`config.mk`:
```
export PLATFORM = sky130hd
export DESIGN_NAME = data_dly_var_flat
export DESIGN_NICKNAME = d
export VERILOG_FILES = /design/src/rtl/data_dly_var_pkg.sv /design/src/rtl/dti_s_if.sv /design/src/rtl/dly_cbuf.sv /design/src/rtl/data_dly_var.sv /design/src/flat_wrapper.sv
export SDC_FILE = /design/constraint.sdc
export NUM_CORES = 1
export LEC_CHECK = 0
export ABC_AREA = 1
export BUFFER_PORTS_ARGS = -buffer_cell sky130_fd_sc_hd__buf_2
export CORE_AREA = 2 2 113 115
export DETAILED_ROUTE_END_ITERATION = 8
export DIE_AREA = 0 0 115 117
export PLACE_DENSITY = 0.68
export SLEW_MARGIN = 10
export SYNTH_ARGS = -nofsm -noshare
export SYNTH_HDL_FRONTEND = slang
export SYNTH_SLANG_ARGS = --single-unit
```
`constraint.sdc`:
```
create_clock -name clk -period 3.2 [get_ports clk]
set_clock_uncertainty 0.15 [all_clocks]
set_input_delay 0 -clock clk [delete_from_list [all_inputs] [get_ports clk]]
set_output_delay 0 -clock clk [all_outputs]
set_load 0.02 [all_outputs]
```
`src/rtl/data_dly_var_pkg.sv`:
```
// Shared types and helpers for the variable-length priming delay line.
package data_dly_var_pkg;

  typedef enum logic [1:0] {
    IDLE  = 2'd0,
    FILL  = 2'd1,
    RUN   = 2'd2,
    DRAIN = 2'd3
  } dly_state_t;

  // Priming length of 0 behaves as 1; anything above the buffer depth saturates.
  function automatic int clamp_len(input int len, input int max_len);
    if (len < 1) return 1;
    if (len > max_len) return max_len;
    return len;
  endfunction

endpackage

```
`src/rtl/dti_s_if.sv`:
```
// DTI stream bundle: data plus valid/ready handshake.
interface dti_s_if #(
  parameter int W = 16
);
  logic [W-1:0] data;
  logic         valid;
  logic         ready;

  modport producer (output data, output valid, input ready);
  modport consumer (input data, input valid, output ready);
endinterface

```
`src/rtl/dly_cbuf.sv`:
```
// Circular buffer: MAX_LEN entries, wrap-around pointers, registered item count.
// Read data is mem[rd_ptr] with no output register; storage is not reset.
module dly_cbuf
  import data_dly_var_pkg::*;
#(
  parameter int MAX_LEN = 8,
  parameter int W_DIN   = 16,
  parameter int W_LEN   = $clog2(MAX_LEN + 1)
) (
  input  logic             clk,
  input  logic             rst,
  input  logic             push,
  input  logic             pop,
  input  logic [W_DIN-1:0] wr_data,
  output logic [W_DIN-1:0] rd_data,
  output logic [W_LEN-1:0] count,
  output logic [W_LEN-1:0] count_nxt,
  output logic             full,
  output logic             empty
);

  localparam int W_PTR = (MAX_LEN > 1) ? $clog2(MAX_LEN) : 1;

  logic [W_DIN-1:0] mem [MAX_LEN];
  logic [W_PTR-1:0] wr_ptr;
  logic [W_PTR-1:0] rd_ptr;

  always_comb begin
    count_nxt = count;
    if (push && !pop) count_nxt = count + W_LEN'(1);
    else if (pop && !push) count_nxt = count - W_LEN'(1);
  end

  always_ff @(posedge clk or negedge rst) begin
    if (!rst) begin
      wr_ptr <= '0;
      rd_ptr <= '0;
      count  <= '0;
    end else begin
      count <= count_nxt;
      if (push) wr_ptr <= (wr_ptr == W_PTR'(MAX_LEN - 1)) ? '0 : wr_ptr + W_PTR'(1);
      if (pop)  rd_ptr <= (rd_ptr == W_PTR'(MAX_LEN - 1)) ? '0 : rd_ptr + W_PTR'(1);
    end
  end

  always_ff @(posedge clk) begin
    if (push) mem[wr_ptr] <= wr_data;
  end

  assign rd_data = mem[rd_ptr];
  assign full    = (count == W_LEN'(MAX_LEN));
  assign empty   = (count == '0);

endmodule

```
`src/rtl/data_dly_var.sv`:
```
// Priming delay line: holds DTI items until cfg_len have arrived, then streams until empty.
// dout.valid rises the cycle after the cfg_len-th push; din.ready drops when full or draining.
// DATA_DLY_VAR_FLUSH_EN adds the flush port and the DRAIN state.
module data_dly_var
  import data_dly_var_pkg::*;
#(
  parameter  int MAX_LEN = 8,
  parameter  int W_DIN   = 16,
  localparam int W_LEN   = $clog2(MAX_LEN + 1)
) (
  input  logic             clk,
  input  logic             rst,
  input  logic [W_LEN-1:0] cfg_len,
`ifdef DATA_DLY_VAR_FLUSH_EN
  input  logic             flush,
`endif
  dti_s_if.consumer        din,
  dti_s_if.producer        dout,
  output logic [W_LEN-1:0] occupancy,
  output logic             primed
);

  dly_state_t       state, state_nxt;
  logic             push, pop, full, empty;
  logic             din_rdy, dout_vld;
  logic [W_LEN-1:0] count, count_nxt;
  logic [W_LEN-1:0] len_q, len_eff, cfg_clamped;

  assign cfg_clamped = W_LEN'(clamp_len(int'(cfg_len), MAX_LEN));
  // In IDLE the live config decides the very first transition, matching what len_q latches.
  assign len_eff     = (state == IDLE) ? cfg_clamped : len_q;

  assign din_rdy  = !full && (state != DRAIN);
  assign dout_vld = ((state == RUN) || (state == DRAIN)) && !empty;
  assign push     = din.valid && din_rdy;
  assign pop      = dout_vld && dout.ready;

  assign din.ready  = din_rdy;
  assign dout.valid = dout_vld;
  assign occupancy  = count;
  assign primed     = (state == RUN) || (state == DRAIN);

  dly_cbuf #(
    .MAX_LEN (MAX_LEN),
    .W_DIN   (W_DIN),
    .W_LEN   (W_LEN)
  ) u_cbuf (
    .clk       (clk),
    .rst       (rst),
    .push      (push),
    .pop       (pop),
    .wr_data   (din.data),
    .rd_data   (dout.data),
    .count     (count),
    .count_nxt (count_nxt),
    .full      (full),
    .empty     (empty)
  );

  always_comb begin
    state_nxt = state;
    unique case (state)
      IDLE: begin
        if (push) state_nxt = (count_nxt >= len_eff) ? RUN : FILL;
      end
      FILL: begin
        if (count_nxt >= len_eff) state_nxt = RUN;
`ifdef DATA_DLY_VAR_FLUSH_EN
        if (flush) state_nxt = DRAIN;
`endif
      end
      RUN: begin
`ifdef DATA_DLY_VAR_FLUSH_EN
        if (flush) state_nxt = DRAIN;
`endif
        // Running empty wins over a coincident flush: nothing is left to drain.
        if (count_nxt == '0) state_nxt = IDLE;
      end
      DRAIN: begin
        if (count_nxt == '0) state_nxt = IDLE;
      end
      default: state_nxt = IDLE;
    endcase
  end

  always_ff @(posedge clk or negedge rst) begin
    if (!rst) begin
      state <= IDLE;
      len_q <= W_LEN'(1);
    end else begin
      state <= state_nxt;
      if (state == IDLE) len_q <= cfg_clamped;
    end
  end

endmodule

```
`src/flat_wrapper.sv`:
```
// flat-port wrapper written by rule: the top's interface ports become plain ports
module data_dly_var_flat import data_dly_var_pkg::*;
#(
  parameter  int MAX_LEN = 8,
  parameter  int W_DIN   = 16,
  localparam int W_LEN   = $clog2(MAX_LEN + 1)
)
  (clk, rst, cfg_len, occupancy, primed, din_data, din_valid, din_ready, dout_data, dout_valid, dout_ready);
  dti_s_if din_i ();
  dti_s_if dout_i ();
  input  logic clk;
  input  logic rst;
  input  logic [W_LEN-1:0] cfg_len;
  output logic [W_LEN-1:0] occupancy;
  output logic primed;
  input wire logic [$bits(din_i.data)-1:0] din_data;
  input wire logic [$bits(din_i.valid)-1:0] din_valid;
  output wire logic [$bits(din_i.ready)-1:0] din_ready;
  output wire logic [$bits(dout_i.data)-1:0] dout_data;
  output wire logic [$bits(dout_i.valid)-1:0] dout_valid;
  input wire logic [$bits(dout_i.ready)-1:0] dout_ready;
  assign din_i.data = din_data;
  assign din_i.valid = din_valid;
  assign din_ready = din_i.ready;
  assign dout_data = dout_i.data;
  assign dout_valid = dout_i.valid;
  assign dout_i.ready = dout_ready;
  data_dly_var #(.MAX_LEN(MAX_LEN), .W_DIN(W_DIN)) u_core (.clk(clk), .rst(rst), .cfg_len(cfg_len), .din(din_i), .dout(dout_i), .occupancy(occupancy), .primed(primed));
endmodule
```
==> results.txt <==
Vias in the first global route: 4054
TNS Setup: 0 ns
Worst-margin pin slew: 0.910 ns
Slew Limit Fails: 0
Tot GR Track Use: 20.1%
Row cnt: 41
Drt first-iter violations: 258
Port bufs: 46
DIE AREA: 13500 um2
Antenna Violating Nets Remaining: 0
RSZ-0062 raised after global routing: false
Synth Area in Adders: 2.06%
First-pass GRT wire length: 20000 um
Final-stage net count: 633
Clock Latency Late Sink: 0.41 ns
CP endpoint kind: register
Dominant cell by count in the synthesized netlist: edfxtp_1
Seq/Total Area, Yosys: 70.0%
H-Tree Depth: 4
Sequential cell area: 4250 um2
# DRC: 0
Crit share post-route: 89.6%
Initial antenna violation count: 0
Share of cells above drive strength 1: 19.9%
CTS tree: done
IR drop worst, VDD: 0.582 mV
Netlist cell types: 33
Routability cong.: 0.775
CP Launch Type: register
Seq cells post-synth: 144
Ports: 47
Vias per inst: 5.38
Clk buf depth: 2
Synth async-reset ratio: 11.1%
Die Y: 117 um
Leak pwr: 2.78 nW
Final instance area: 7350 um2
DR pass1 iterations: 4
Area of the multi-input gates: 1580 um2
Hold Path Class: input pin to register
Setup-failing EPs final: 0
Clock transition at path regs: 0.06 ns
Remaining global-route overflow: 0
Routed len/inst: 16.5 um
Final wirelength: 12600 um
Root buffer cell: clkbuf_16
Setup slack after placement: 0.460 ns
Largest family of logic cells by synthesized area: simple AND/OR/NAND/NOR gates
Synth Area in Simple Gates: 13.8%
Top FF cell, synth: edfxtp_1
Outcome: finished, final reports clean
Mapped Nets: 543
Top cells by count, synth: 128 x edfxtp_1, 125 x nor2_1, 71 x o21ai_0
Final WS setup: 0.332 ns
Sink Count: 144
Die X: 115 um
Core ar.: 12300 um2
Leading area contributor after synthesis: edfxtp_1
Hpwl dp: 7440 um
Achievable Freq: 0.349 GHz
Routed vias: 4098
Synth Warn #: 0
FF-to-FF setup slack: 0.33 ns
Worst Path Arrival: 3.07 ns
Post-synth EDFFs: 128
Overall power: 6.96 mW
Mapped Cells: 509
Fill count: 986
CP Class: register to register
Post-Synth XOR/XNOR Area: 0.289%
# Post-CTS Setup Buffers: 0
Top cell type's share of synthesized area: 63.3%
Minimum hold slack: 0.238 ns
Multiplexer share of the synthesized area: 0%
Number of buffers created by CTS: 17
Syn Area/Cell: 11.9 um2
Final Hold Viols: 0
Max-cap violations: 0
Top post-synthesis cells by area: edfxtp_1 63%, nor2_1 7.7%, dfrtp_1 6.2%
Placed cell areas: 6550 um2
Synth Area in Compound Gates: 9.77%
Pwr/cell area: 947 nW/um2
Syn-to-layout area delta: 21.2%
Starting Density: 49.3%
Relative slew slack: 39.2%
CP required: 3.40 ns
Synthesized area: 6070 um2
N_diodes: 0
Largest net degree at the start of global routing: 66
Worst-path fanout max: 8
Final min period: 2.87 ns
## per-layer routing
metal	track usage [%]	vias up	routed length (um)
met1	24.7	2007	5600
met2	34.7	99	6320
met3	4.84	15	478
met5	0	-	0
met4	7.47	0	197
li1	-	1977	-
## path summary, 6_finish.rpt
| path | from | endpoint | cells past startpoint |
|---|---|---|---|
| worst min-delay path | din_data[10] | u_core.u_cbuf.mem[7][10] | 2 |
| worst max register to register | u_core.state[1] | u_core.state[0] | 15 |
| worst max-delay path | u_core.state[1] | u_core.state[0] | 15 |
| min in group asynchronous | rst | u_core.len_q[0] | 3 |
| worst min register to register | u_core.len_q[0] | u_core.len_q[0] | 2 |
| max in group asynchronous | rst | u_core.u_cbuf.rd_ptr[0] | 4 |
## power breakdown
group	total [mW]	switching, mW	internal (mW)
clock	1.72	0.740	0.984
sequential	2.52	0.143	2.37
combinational	2.72	1.80	0.922
## cells by family (layout without fill, tap and decap cells)
| family | count (synthesis) | in the layout |
|---|---|---|
| compound gates | 109 | 109 |
| xor+xnor | 2 | 2 |
| fa+ha+maj | 10 | 10 |
| buf+inv | 58 | 161 |
| flops | 144 | 144 |
| simple gates | 186 | 186 |
## state kept, by name (all words and copies together), names as in the netlist
register,cells
u_core.u_cbuf.rd_ptr,3
u_core.u_cbuf.mem,128
u_core.state,2
u_core.len_q,4
u_core.u_cbuf.wr_ptr,3
u_core.u_cbuf.count,4
## metrics by stage
stage	instances	util [%]
floorplan	509	-
global placement	702	53.2
detailed placement	702	53.2
CTS	762	59.7
global route	762	59.7
finish	762	59.7
## worst max-delay path, stage by stage, from the launching register on
cell	delay [ns]
dfrtp_1	0.52
nor2_2	0.22
inv_1	0.11
nor2_1	0.17
o21ai_0	0.11
dlygate4sd3_1	0.56
nand2_1	0.10
ha_1	0.15
nor2_1	0.04
o21ai_0	0.16
nand3_1	0.12
o211ai_1	0.15
nand2_1	0.08
inv_1	0.06
nand2_1	0.05
nand2_1	0.06
## cell type report
cell class	count	area share, %
Sequential cell	144	57.8
Multi-Input combinational cell	307	21.4
Timing Repair Buffer	97	9.46
Clock buffer	18	5.84
Tap cell	150	2.55
Inverter	32	1.67
Clock inverter	14	1.28
## placed cells by master (no fill, tap or decap), types with 17 or more instances in the layout
cell           synthesis  final
buf_2                  8     46
buf_4                  1     22
clkbuf_16              0     17
dlygate4sd3_1          0     28
edfxtp_1             128    128
inv_1                 29     29
nand2_1               28     28
nor2_1               125    124
o21ai_0               71     71
o22ai_1               18     18
## repair_timing
action / in CTS / in global routing
hold endpoints to repair: 158 / 0
setup endpoints to repair: 0 / 1
resized for setup: 0 / 1
hold buffers: 28 / 0
(Power assumes the default switching activity.)
